==> config.mk <==
export PLATFORM = sky130hd
export DESIGN_NAME = prbs7_frame_ctrl
export DESIGN_NICKNAME = d
export VERILOG_FILES = /design/src/rtl/prbs7_frame_ctrl.sv
export SDC_FILE = /design/constraint.sdc
export NUM_CORES = 1
export LEC_CHECK = 0
export BUFFER_PORTS_ARGS = -buffer_cell sky130_fd_sc_hd__buf_2
export CORE_AREA = 2 2 121 64
export DETAILED_ROUTE_END_ITERATION = 10
export DIE_AREA = 0 0 123 66
export PLACE_DENSITY_LB_ADDON = 0.1
export SYNTH_ARGS = -nofsm -noshare
export SYNTH_HDL_FRONTEND = slang
export SYNTH_SLANG_ARGS = --single-unit
==> constraint.sdc <==
create_clock -name CLK -period 6.1 [get_ports CLK]
set_input_delay 0.305 -clock CLK [delete_from_list [all_inputs] [get_ports CLK]]
set_output_delay 0.305 -clock CLK [all_outputs]
set_load 0.05 [all_outputs]
==> src/rtl/prbs7_frame_ctrl.sv <==
`default_nettype none
// ============================================================================
//  Module      : prbs7_frame_ctrl
//  Description : Frames a 32-bit PRBS7 generator into test bursts: holds the
//                generator in reset, sends a SYNC_WORD preamble, then passes
//                frame_len generator words on a registered, qualified output.
//                Optional macro ERR_INJECT_EN adds single-bit error injection.
//  Revision    : 1.0 - initial release
// ============================================================================
module prbs7_frame_ctrl #(
  parameter int          RST_CYC   = 4,
  parameter int          PRE_WORDS = 8,
  parameter logic [31:0] SYNC_WORD = 32'hBC50_BC50,
  parameter int          LEN_W     = 16
) (
  input  logic             CLK,
  input  logic             rstA,
  input  logic             start,
  input  logic             stop,
  input  logic [LEN_W-1:0] frame_len,
  input  logic [31:0]      gen_data,
  output logic             gen_rstn,
  output logic [31:0]      data_out,
  output logic             data_valid,
  output logic             sync_flag,
  output logic             busy,
  output logic             done,
  output logic [LEN_W-1:0] word_cnt,
  input  logic [4:0]       inj_bit,
  input  logic [LEN_W-1:0] inj_word
);

  // One counter serves both the generator-reset phase and the preamble phase.
  localparam int                CYC_MAX    = (RST_CYC > PRE_WORDS) ? RST_CYC : PRE_WORDS;
  localparam int                CYC_W      = $clog2(CYC_MAX + 1);
  localparam logic [CYC_W-1:0]  c_rst_last = CYC_W'(RST_CYC - 1);
  localparam logic [CYC_W-1:0]  c_pre_last = CYC_W'(PRE_WORDS - 1);
  localparam logic [LEN_W-1:0]  c_len_one  = LEN_W'(1);

  typedef enum logic [2:0] {
    ST_IDLE = 3'd0,
    ST_GRST = 3'd1,
    ST_PRE  = 3'd2,
    ST_RUN  = 3'd3,
    ST_DONE = 3'd4
  } state_t;

  state_t             r_state;
  state_t             w_state_nxt;
  logic [CYC_W-1:0]   r_cyc;
  logic [CYC_W-1:0]   w_cyc_nxt;
  logic [LEN_W-1:0]   r_len;
  logic [LEN_W-1:0]   w_len_nxt;
  logic [LEN_W-1:0]   r_cnt;
  logic [LEN_W-1:0]   w_cnt_nxt;
  logic [31:0]        r_data;
  logic [31:0]        w_data_nxt;
  logic               r_valid;
  logic               w_valid_nxt;
  logic               r_sync;
  logic               w_sync_nxt;
  logic               r_done;
  logic               w_done_nxt;
  logic               r_gen_rstn;
  logic               w_gen_rstn_nxt;
  logic [31:0]        w_inj_mask;

`ifdef ERR_INJECT_EN
  logic [4:0]         r_inj_bit;
  logic [LEN_W-1:0]   r_inj_word;

  // Capture the injection target together with the burst length so that
  // mid-burst changes on the inj_* inputs have no effect.
  always_ff @(posedge CLK or negedge rstA) begin
    if (!rstA) begin
      r_inj_bit  <= '0;
      r_inj_word <= '0;
    end else if (r_state == ST_IDLE && start) begin
      r_inj_bit  <= inj_bit;
      r_inj_word <= inj_word;
    end
  end

  // Flip the selected bit only while loading the selected PRBS word; the
  // word index equals the count of words already issued.
  always_comb begin
    w_inj_mask = '0;
    if (r_cnt == r_inj_word) begin
      w_inj_mask[r_inj_bit] = 1'b1;
    end
  end
`else
  assign w_inj_mask = '0;
  wire w_unused_inj = ^{inj_bit, inj_word};
`endif

  // State register.
  always_ff @(posedge CLK or negedge rstA) begin
    if (!rstA) begin
      r_state <= ST_IDLE;
    end else begin
      r_state <= w_state_nxt;
    end
  end

  // Next state and next values of every registered output; the action taken
  // on an edge is decided by the state occupied during the preceding cycle.
  always_comb begin
    w_state_nxt = r_state;
    w_cyc_nxt   = r_cyc;
    w_len_nxt   = r_len;
    w_cnt_nxt   = r_cnt;
    w_data_nxt  = r_data;
    w_valid_nxt = 1'b0;
    w_sync_nxt  = 1'b0;
    case (r_state)
      ST_IDLE: begin
        if (start) begin
          w_state_nxt = ST_GRST;
          w_len_nxt   = frame_len;
          w_cnt_nxt   = '0;
          w_cyc_nxt   = '0;
        end
      end
      ST_GRST: begin
        if (stop) begin
          w_state_nxt = ST_DONE;
        end else if (r_cyc == c_rst_last) begin
          w_state_nxt = ST_PRE;
          w_cyc_nxt   = '0;
        end else begin
          w_cyc_nxt   = r_cyc + 1'b1;
        end
      end
      ST_PRE: begin
        if (stop) begin
          w_state_nxt = ST_DONE;
        end else begin
          w_data_nxt  = SYNC_WORD;
          w_valid_nxt = 1'b1;
          w_sync_nxt  = 1'b1;
          if (r_cyc == c_pre_last) begin
            w_cyc_nxt   = '0;
            w_state_nxt = (r_len != '0) ? ST_RUN : ST_DONE;
          end else begin
            w_cyc_nxt   = r_cyc + 1'b1;
          end
        end
      end
      ST_RUN: begin
        if (stop) begin
          w_state_nxt = ST_DONE;
        end else begin
          // Generator output is combinational from its state, so the word
          // loaded here is the one present before this edge advances it.
          w_data_nxt  = gen_data ^ w_inj_mask;
          w_valid_nxt = 1'b1;
          w_cnt_nxt   = r_cnt + c_len_one;
          // Ending on len-1 -> len keeps an all-ones length from wrapping.
          if (r_cnt == r_len - c_len_one) begin
            w_state_nxt = ST_DONE;
          end
        end
      end
      ST_DONE: begin
        w_state_nxt = ST_IDLE;
      end
      default: begin
        w_state_nxt = ST_IDLE;
      end
    endcase
  end

  // Generator runs only while in RUN; done flags the single DONE cycle.
  assign w_gen_rstn_nxt = (w_state_nxt == ST_RUN);
  assign w_done_nxt     = (w_state_nxt == ST_DONE) && (r_state != ST_DONE);

  // Datapath and status registers.
  always_ff @(posedge CLK or negedge rstA) begin
    if (!rstA) begin
      r_cyc      <= '0;
      r_len      <= '0;
      r_cnt      <= '0;
      r_data     <= '0;
      r_valid    <= 1'b0;
      r_sync     <= 1'b0;
      r_done     <= 1'b0;
      r_gen_rstn <= 1'b0;
    end else begin
      r_cyc      <= w_cyc_nxt;
      r_len      <= w_len_nxt;
      r_cnt      <= w_cnt_nxt;
      r_data     <= w_data_nxt;
      r_valid    <= w_valid_nxt;
      r_sync     <= w_sync_nxt;
      r_done     <= w_done_nxt;
      r_gen_rstn <= w_gen_rstn_nxt;
    end
  end

  assign gen_rstn   = r_gen_rstn;
  assign data_out   = r_data;
  assign data_valid = r_valid;
  assign sync_flag  = r_sync;
  assign busy       = (r_state != ST_IDLE);
  assign done       = r_done;
  assign word_cnt   = r_cnt;

endmodule
`default_nettype wire

# Word-level counts from Yosys, hierarchy flattened
# Cells that the tools add are included.
# Widths: inputs -> output; s select.
[word_totals]
regBits = 75
inputBits = 73
output_inout_bits = 53
wordCells = 61
[classes]
reduce_logical = 12
addsub = 3
n_mux = 24
eq_ne = 13
[op_table]
columns = ["cell", "n"]
rows = [
  ["$mux 32", 2],
  ["$pmux 32 s2", 1],
  ["$mux 16", 2],
  ["$pmux 16 s2", 1],
  ["$mux 3", 8],
  ["$mux 4", 5],
  ["$add 16x1->16 const B", 1],
  ["$eq 16x16->1", 1],
  ["$reduce_bool 16->1", 1],
  ["$sub 16x1->16 const B", 1],
  ["$pmux 3 s4", 1],
  ["$pmux 4 s3", 1],
  ["$eq 3x2->1 const B", 3],
  ["$ne 2x2->1 const B", 4],
  ["$reduce_and 3->1", 2],
  ["$reduce_bool 3->1", 2],
  ["$add 4x1->4 const B", 1],
  ["$eq 4x2->1 const B", 1],
  ["$eq 4x3->1 const B", 1],
  ["$reduce_and 4->1", 1],
  ["$reduce_bool 2->1", 2],
  ["$eq 3x1->1 const B", 1],
  ["$eq 3x3->1 const B", 1],
  ["$logic_not 3->1", 1],
  ["other kinds (5)", 7],
]

# Depth between registers and ports, before layout
[depth]
word_depth = 7
ltp_mapped = 9
ltp_nobuf = 8

# Worst setup path before layout
# Ideal clock, no wire load.
[synth_path]
path_kind = "flip-flop to flip-flop"
start = "reg r_len[0]"
end = "reg r_done, in the netlist done"
t_required_ns = 6.034
stages_incl_launch_ff = 10
period_less_slack_ns = 2.475
setup_ns = 0.066
setup_slack_ns = 3.625
n_path_buf = 1
arrival_time_ns = 2.408
path_cell_list = "dfrtp_1 > inv_1 > ha_1 > clkbuf_1 > or4bb_1 > a211oi_1 > and4b_1 > nand4_1 > a2111oi_4 > o31a_1"
[synth_via]
elab_chain_len = 7
word_cells_on_any_way = 11
cone_classes = "add/sub: 1; eq/ne: 2; mux: 6; reduce/logical: 2"
[synth_lines]
columns = ["element", "line_no", "source"]
rows = [
  ["start, declared", "52", "logic [LEN_W-1:0] r_len;"],
  ["start signal, assigned", "191", "r_len <= w_len_nxt;"],
  ["$sub 16x1->16 / $reduce_bool 16->1 (equally long branches)", "160, 144", ""],
  ["$eq 16x16->1 / $mux 3 (equally long branches)", "160, 144", ""],
  ["$mux 3 (on tied branches)", "160, 142", ""],
  ["$mux 3 (on tied branches)", "151, 136", ""],
  ["$pmux 3 s4 (*)", "116", "case (r_state)"],
  ["$eq 3x3->1 (*)", "176", "assign w_done_nxt = (w_state_nxt == ST_DONE) && (r_state != ST_DONE);"],
  ["$logic_and 1x1->1 (*)", "176", ""],
  ["via w_done_nxt", "63", "logic w_done_nxt;"],
  ["end signal, assigned", "196", "r_done <= w_done_nxt;"],
  ["end, declared", "62", "logic r_done;"],
]
# Mark *: on every way through the listed nets, which the timed path passes. The rest lies on a longest branch.
# A chain may end at the register's enable or synchronous reset.

# Worst setup path in the final report
[layout_path]
start = "reg r_state[0]"
end = "reg r_gen_rstn, in the netlist gen_rstn"
[layout_via]
elab_chain_len = 4
word_cells_on_any_way = 13
cone_classes = "eq/ne: 4; mux: 8; reduce/logical: 1"
[layout_lines]
columns = ["element", "line_no", "source"]
rows = [
  ["start, declared", "48", "state_t r_state;"],
  ["start signal, assigned", "102", "r_state <= w_state_nxt;"],
  ["$mux 3 (on tied branches)", "160, 128, 142", ""],
  ["$mux 3 (on tied branches)", "151, 126, 136", ""],
  ["$pmux 3 s4 (*)", "116", ""],
  ["$eq 3x2->1 (*)", "175", "assign w_gen_rstn_nxt = (w_state_nxt == ST_RUN);"],
  ["via w_gen_rstn_nxt", "65", "logic w_gen_rstn_nxt;"],
  ["end signal, assigned", "197", "r_gen_rstn <= w_gen_rstn_nxt;"],
  ["end, declared", "64", "logic r_gen_rstn;"],
]
# Marked as above.

==> out/summary.txt <==
# resized after CTS - 0
Min Clock Period, post-route - 2941 ps
count of cell types in the netlist - 50
initial antenna violation count - 0
Power Dens Cells - 472.6 mW/mm^2
largest net degree at the start of global routing - 76
worst-margin pin slew - 1013 ps
Remaining DRCs - 0
# port buffers - 104
Layout Utilization - 65.87%
Worst EP required - 6350 ps
post-route design area - 0.004678 mm^2
first-pass GRT wire length - 13.96 mm
final setup fails - 0
Avg Cell Area, Syn - 9.477 um^2
worst skew pair latency - 330 ps
routed wire length per instance - 14.63 um
worst-path cell chain - clkinv_1 -> or4b_2 -> o21bai_1
Synth Instances - 395
area of placed instances - 0.004313 mm^2
asr flop ratio synth - 100.0%
total core area - 0.007102 mm^2
XOR/XNOR Fraction of Synth Area - 7.487%
Clock Skew - 7.248 ps
vias in the first global route - 2,895
routed via count - 3,160
Buf/Inv on CP - 1
TritonCTS buffer count - 9
Mapped Area - 0.003744 mm^2
deepest clock path buffer count - 2
unrepaired setup endpoints after global routing - no
Hold Path Class - in2async
gpl congestion - 0.8161
Setup TNS - 0 ps
Max Cap Viol - 0
register area - 0.001877 mm^2
H-tree depth - 3
Slowest cell on crit path - dfrtp_1
post-synthesis adder-cell area fraction - 1.003%
Post-synth EDFFs - 0
All-Layer GR Usage - 22.28%
Total Wirelength - 8.616 mm
Die ar. - 0.008118 mm^2
Slew Limit Fails - 0
DIE WIDTH - 123 um
CP Launch Type - flip-flop
Synth Flop Type - dfrtp_1
worst vdd ir - 297.9 uV
Fin Hold WS - 114.8 ps
share of layout cells above drive strength 1 - 29.21%
Post CTS Setup Buffer Count - 0
Synth Register Bits - 75
HPWL after DPL - 6.092 mm
TritonCTS clock tree - done
height of the die - 66 um
grt ovf - 0
CTS root buf - clkbuf_16
Seq/Total Area, Yosys - 50.13%
first drt pass iteration count - 4
yosys warns - 0
crit path kind - reg2reg
Period Utilization, post-route - 48.21%
Final Hold Vio Count - 0
footprint of the multi-input gates - 0.001755 mm^2
syn nets - 471
antenna-violating nets left - 0
slowest cell delay on critical path - 1000 ps
Data arrival, critical path - 3190 ps
largest family of logic cells by synthesized area - simple AND/OR/NAND/NOR gates
fmax - 340.1 MHz
CP delay by family, top - flip-flops
crit-path max FO - 30
status - complete, no violations
# hold bufs at CTS - 0
Antenna diodes - 0
Worst slew margin - 32.45%
Starting Density - 52.71%
nets - 564
Synth Area in Compound Gates - 12.27%
Reg clk slew, reported paths - 60 ps
CP endpoint kind - flip-flop
Area growth syn-to-layout - 24.97%
Simple-Gate Fraction of Synth Area - 21.42%
Leakage - 2.244 nW
DRT iter0 DRCs - 206
post-synthesis mux area share - 4.479%
Layout fillers - 602
row cnt - 22
# IOs - 126
Sink Count - 75
Via density - 5.365
Yosys cell counts, types with 2 or more instances:
master | instances | area [um^2]
o21ai_0 | 44 | 220.2
ha_1 | 3 | 37.54
nand4_1 | 7 | 43.79
nand3b_1 | 2 | 15.01
nor2b_1 | 2 | 12.51
nand3_1 | 11 | 55.05
nor4b_1 | 2 | 17.52
inv_1 | 5 | 18.77
o2111ai_1 | 2 | 17.52
o21ai_1 | 2 | 10.01
o21bai_1 | 2 | 15.01
nand2_1 | 63 | 236.5
a21o_1 | 3 | 22.52
a22o_1 | 2 | 17.52
xor2_1 | 14 | 122.6
clkbuf_1 | 22 | 82.58
a31oi_1 | 2 | 12.51
nor4_1 | 8 | 50.05
or4_1 | 3 | 22.52
nor3_1 | 7 | 35.03
nand2b_1 | 4 | 25.02
a21oi_1 | 7 | 35.03
o31a_1 | 2 | 17.52
xnor2_1 | 18 | 157.7
nor3b_1 | 2 | 15.01
or3_1 | 5 | 31.28
o31ai_1 | 3 | 22.52
dfrtp_1 | 75 | 1877
nor2_1 | 39 | 146.4
mux2_2 | 14 | 157.7
worst reg2reg max path, delay by kind of cell, from the launching register on:
kind	cells	cell delay, ps
compound gates	1	200
buf+inv	1	780
flops	1	1000
simple gates	1	890
layer usage:
layer | routed length [um] | part of all wire, % | global-route usage [%]
met5 | 0 | 0 | 0
met4 | 63 | 0.73 | 5.682
met3 | 550 | 6.4 | 6.466
met2 | 3640 | 42 | 31.56
met1 | 4361 | 51 | 33.30
cell usage in the layout (no fill, tap or decap), drive strengths merged, types with 3 or more instances in the layout:
cell,synthesis,layout
dfrtp,75,75
buf,2,106
xor2,14,14
nor4,9,9
nand4,7,7
nand2,63,63
or4,4,4
or3,5,5
o21ai,46,46
nand3,11,11
o31ai,3,3
bufinv,0,4
nand2b,4,4
nor3,7,7
ha,3,3
xnor2,18,18
a21oi,7,7
mux2,14,14
nor2,39,39
a21o,3,3
inv,5,5
clkbuf,22,9
path summary, 6_finish.rpt:
path | start | slack (ps) | endpoint | cells after the start
min reg2reg | data_out[3] | 480 | data_out[3] | 2
max in group asynchronous | rstA | 5390 | data_out[12] | 1
max | r_state[0] | 3160 | gen_rstn | 3
max reg2reg | r_state[0] | 3160 | gen_rstn | 3
min in group CLK | frame_len[6] | 200 | r_len[6] | 3
min | rstA | 110 | word_cnt[14] | 1
sequential cells by signal, summed over array words and instances (netlist names):
signal / cells
data_valid: 1
r_cyc: 4
gen_rstn: 1
data_out: 32
r_len: 16
word_cnt: 16
sync_flag: 1
r_state: 3
done: 1
cell families (layout without fill, tap and decap cells):
logic type,after synthesis,in the layout
buffers and inverters,30,128
muxes,15,15
adders and majority gates,3,3
AOI/OAI and AO/OA,75,75
and+or+nand+nor,165,165
DFF,75,75
xor gates and xnor gates,32,32
through the flow:
step / setup slack (ps) / power (mW) / instances
after global placement: 3207 / 1.549 / 573
after detailed placement: 3133 / 1.574 / 573
after CTS: 3126 / 2.224 / 589
after floorplan: 3625 / 1.376 / 395
after global routing: 2854 / 2.345 / 589
final: 3159 / 2.211 / 589
area by class of cell:
type	count	area share [%]
clock inverter	7	2.995
clock buffer	9	4.814
tap	96	2.568
timing repair buffer	106	11.50
multi-input combinational	290	37.52
inverter	6	0.4814
sequential	75	40.12
power by group:
group | switching, mW | internal (mW) | leakage (nW)
clock | 0.203 | 0.440 | 0.172
sequential | 0.158 | 0.622 | 1.00
combinational | 0.514 | 0.274 | 1.07
total | 0.875 | 1.34 | 2.24
Power figures use the tool's default switching activity.
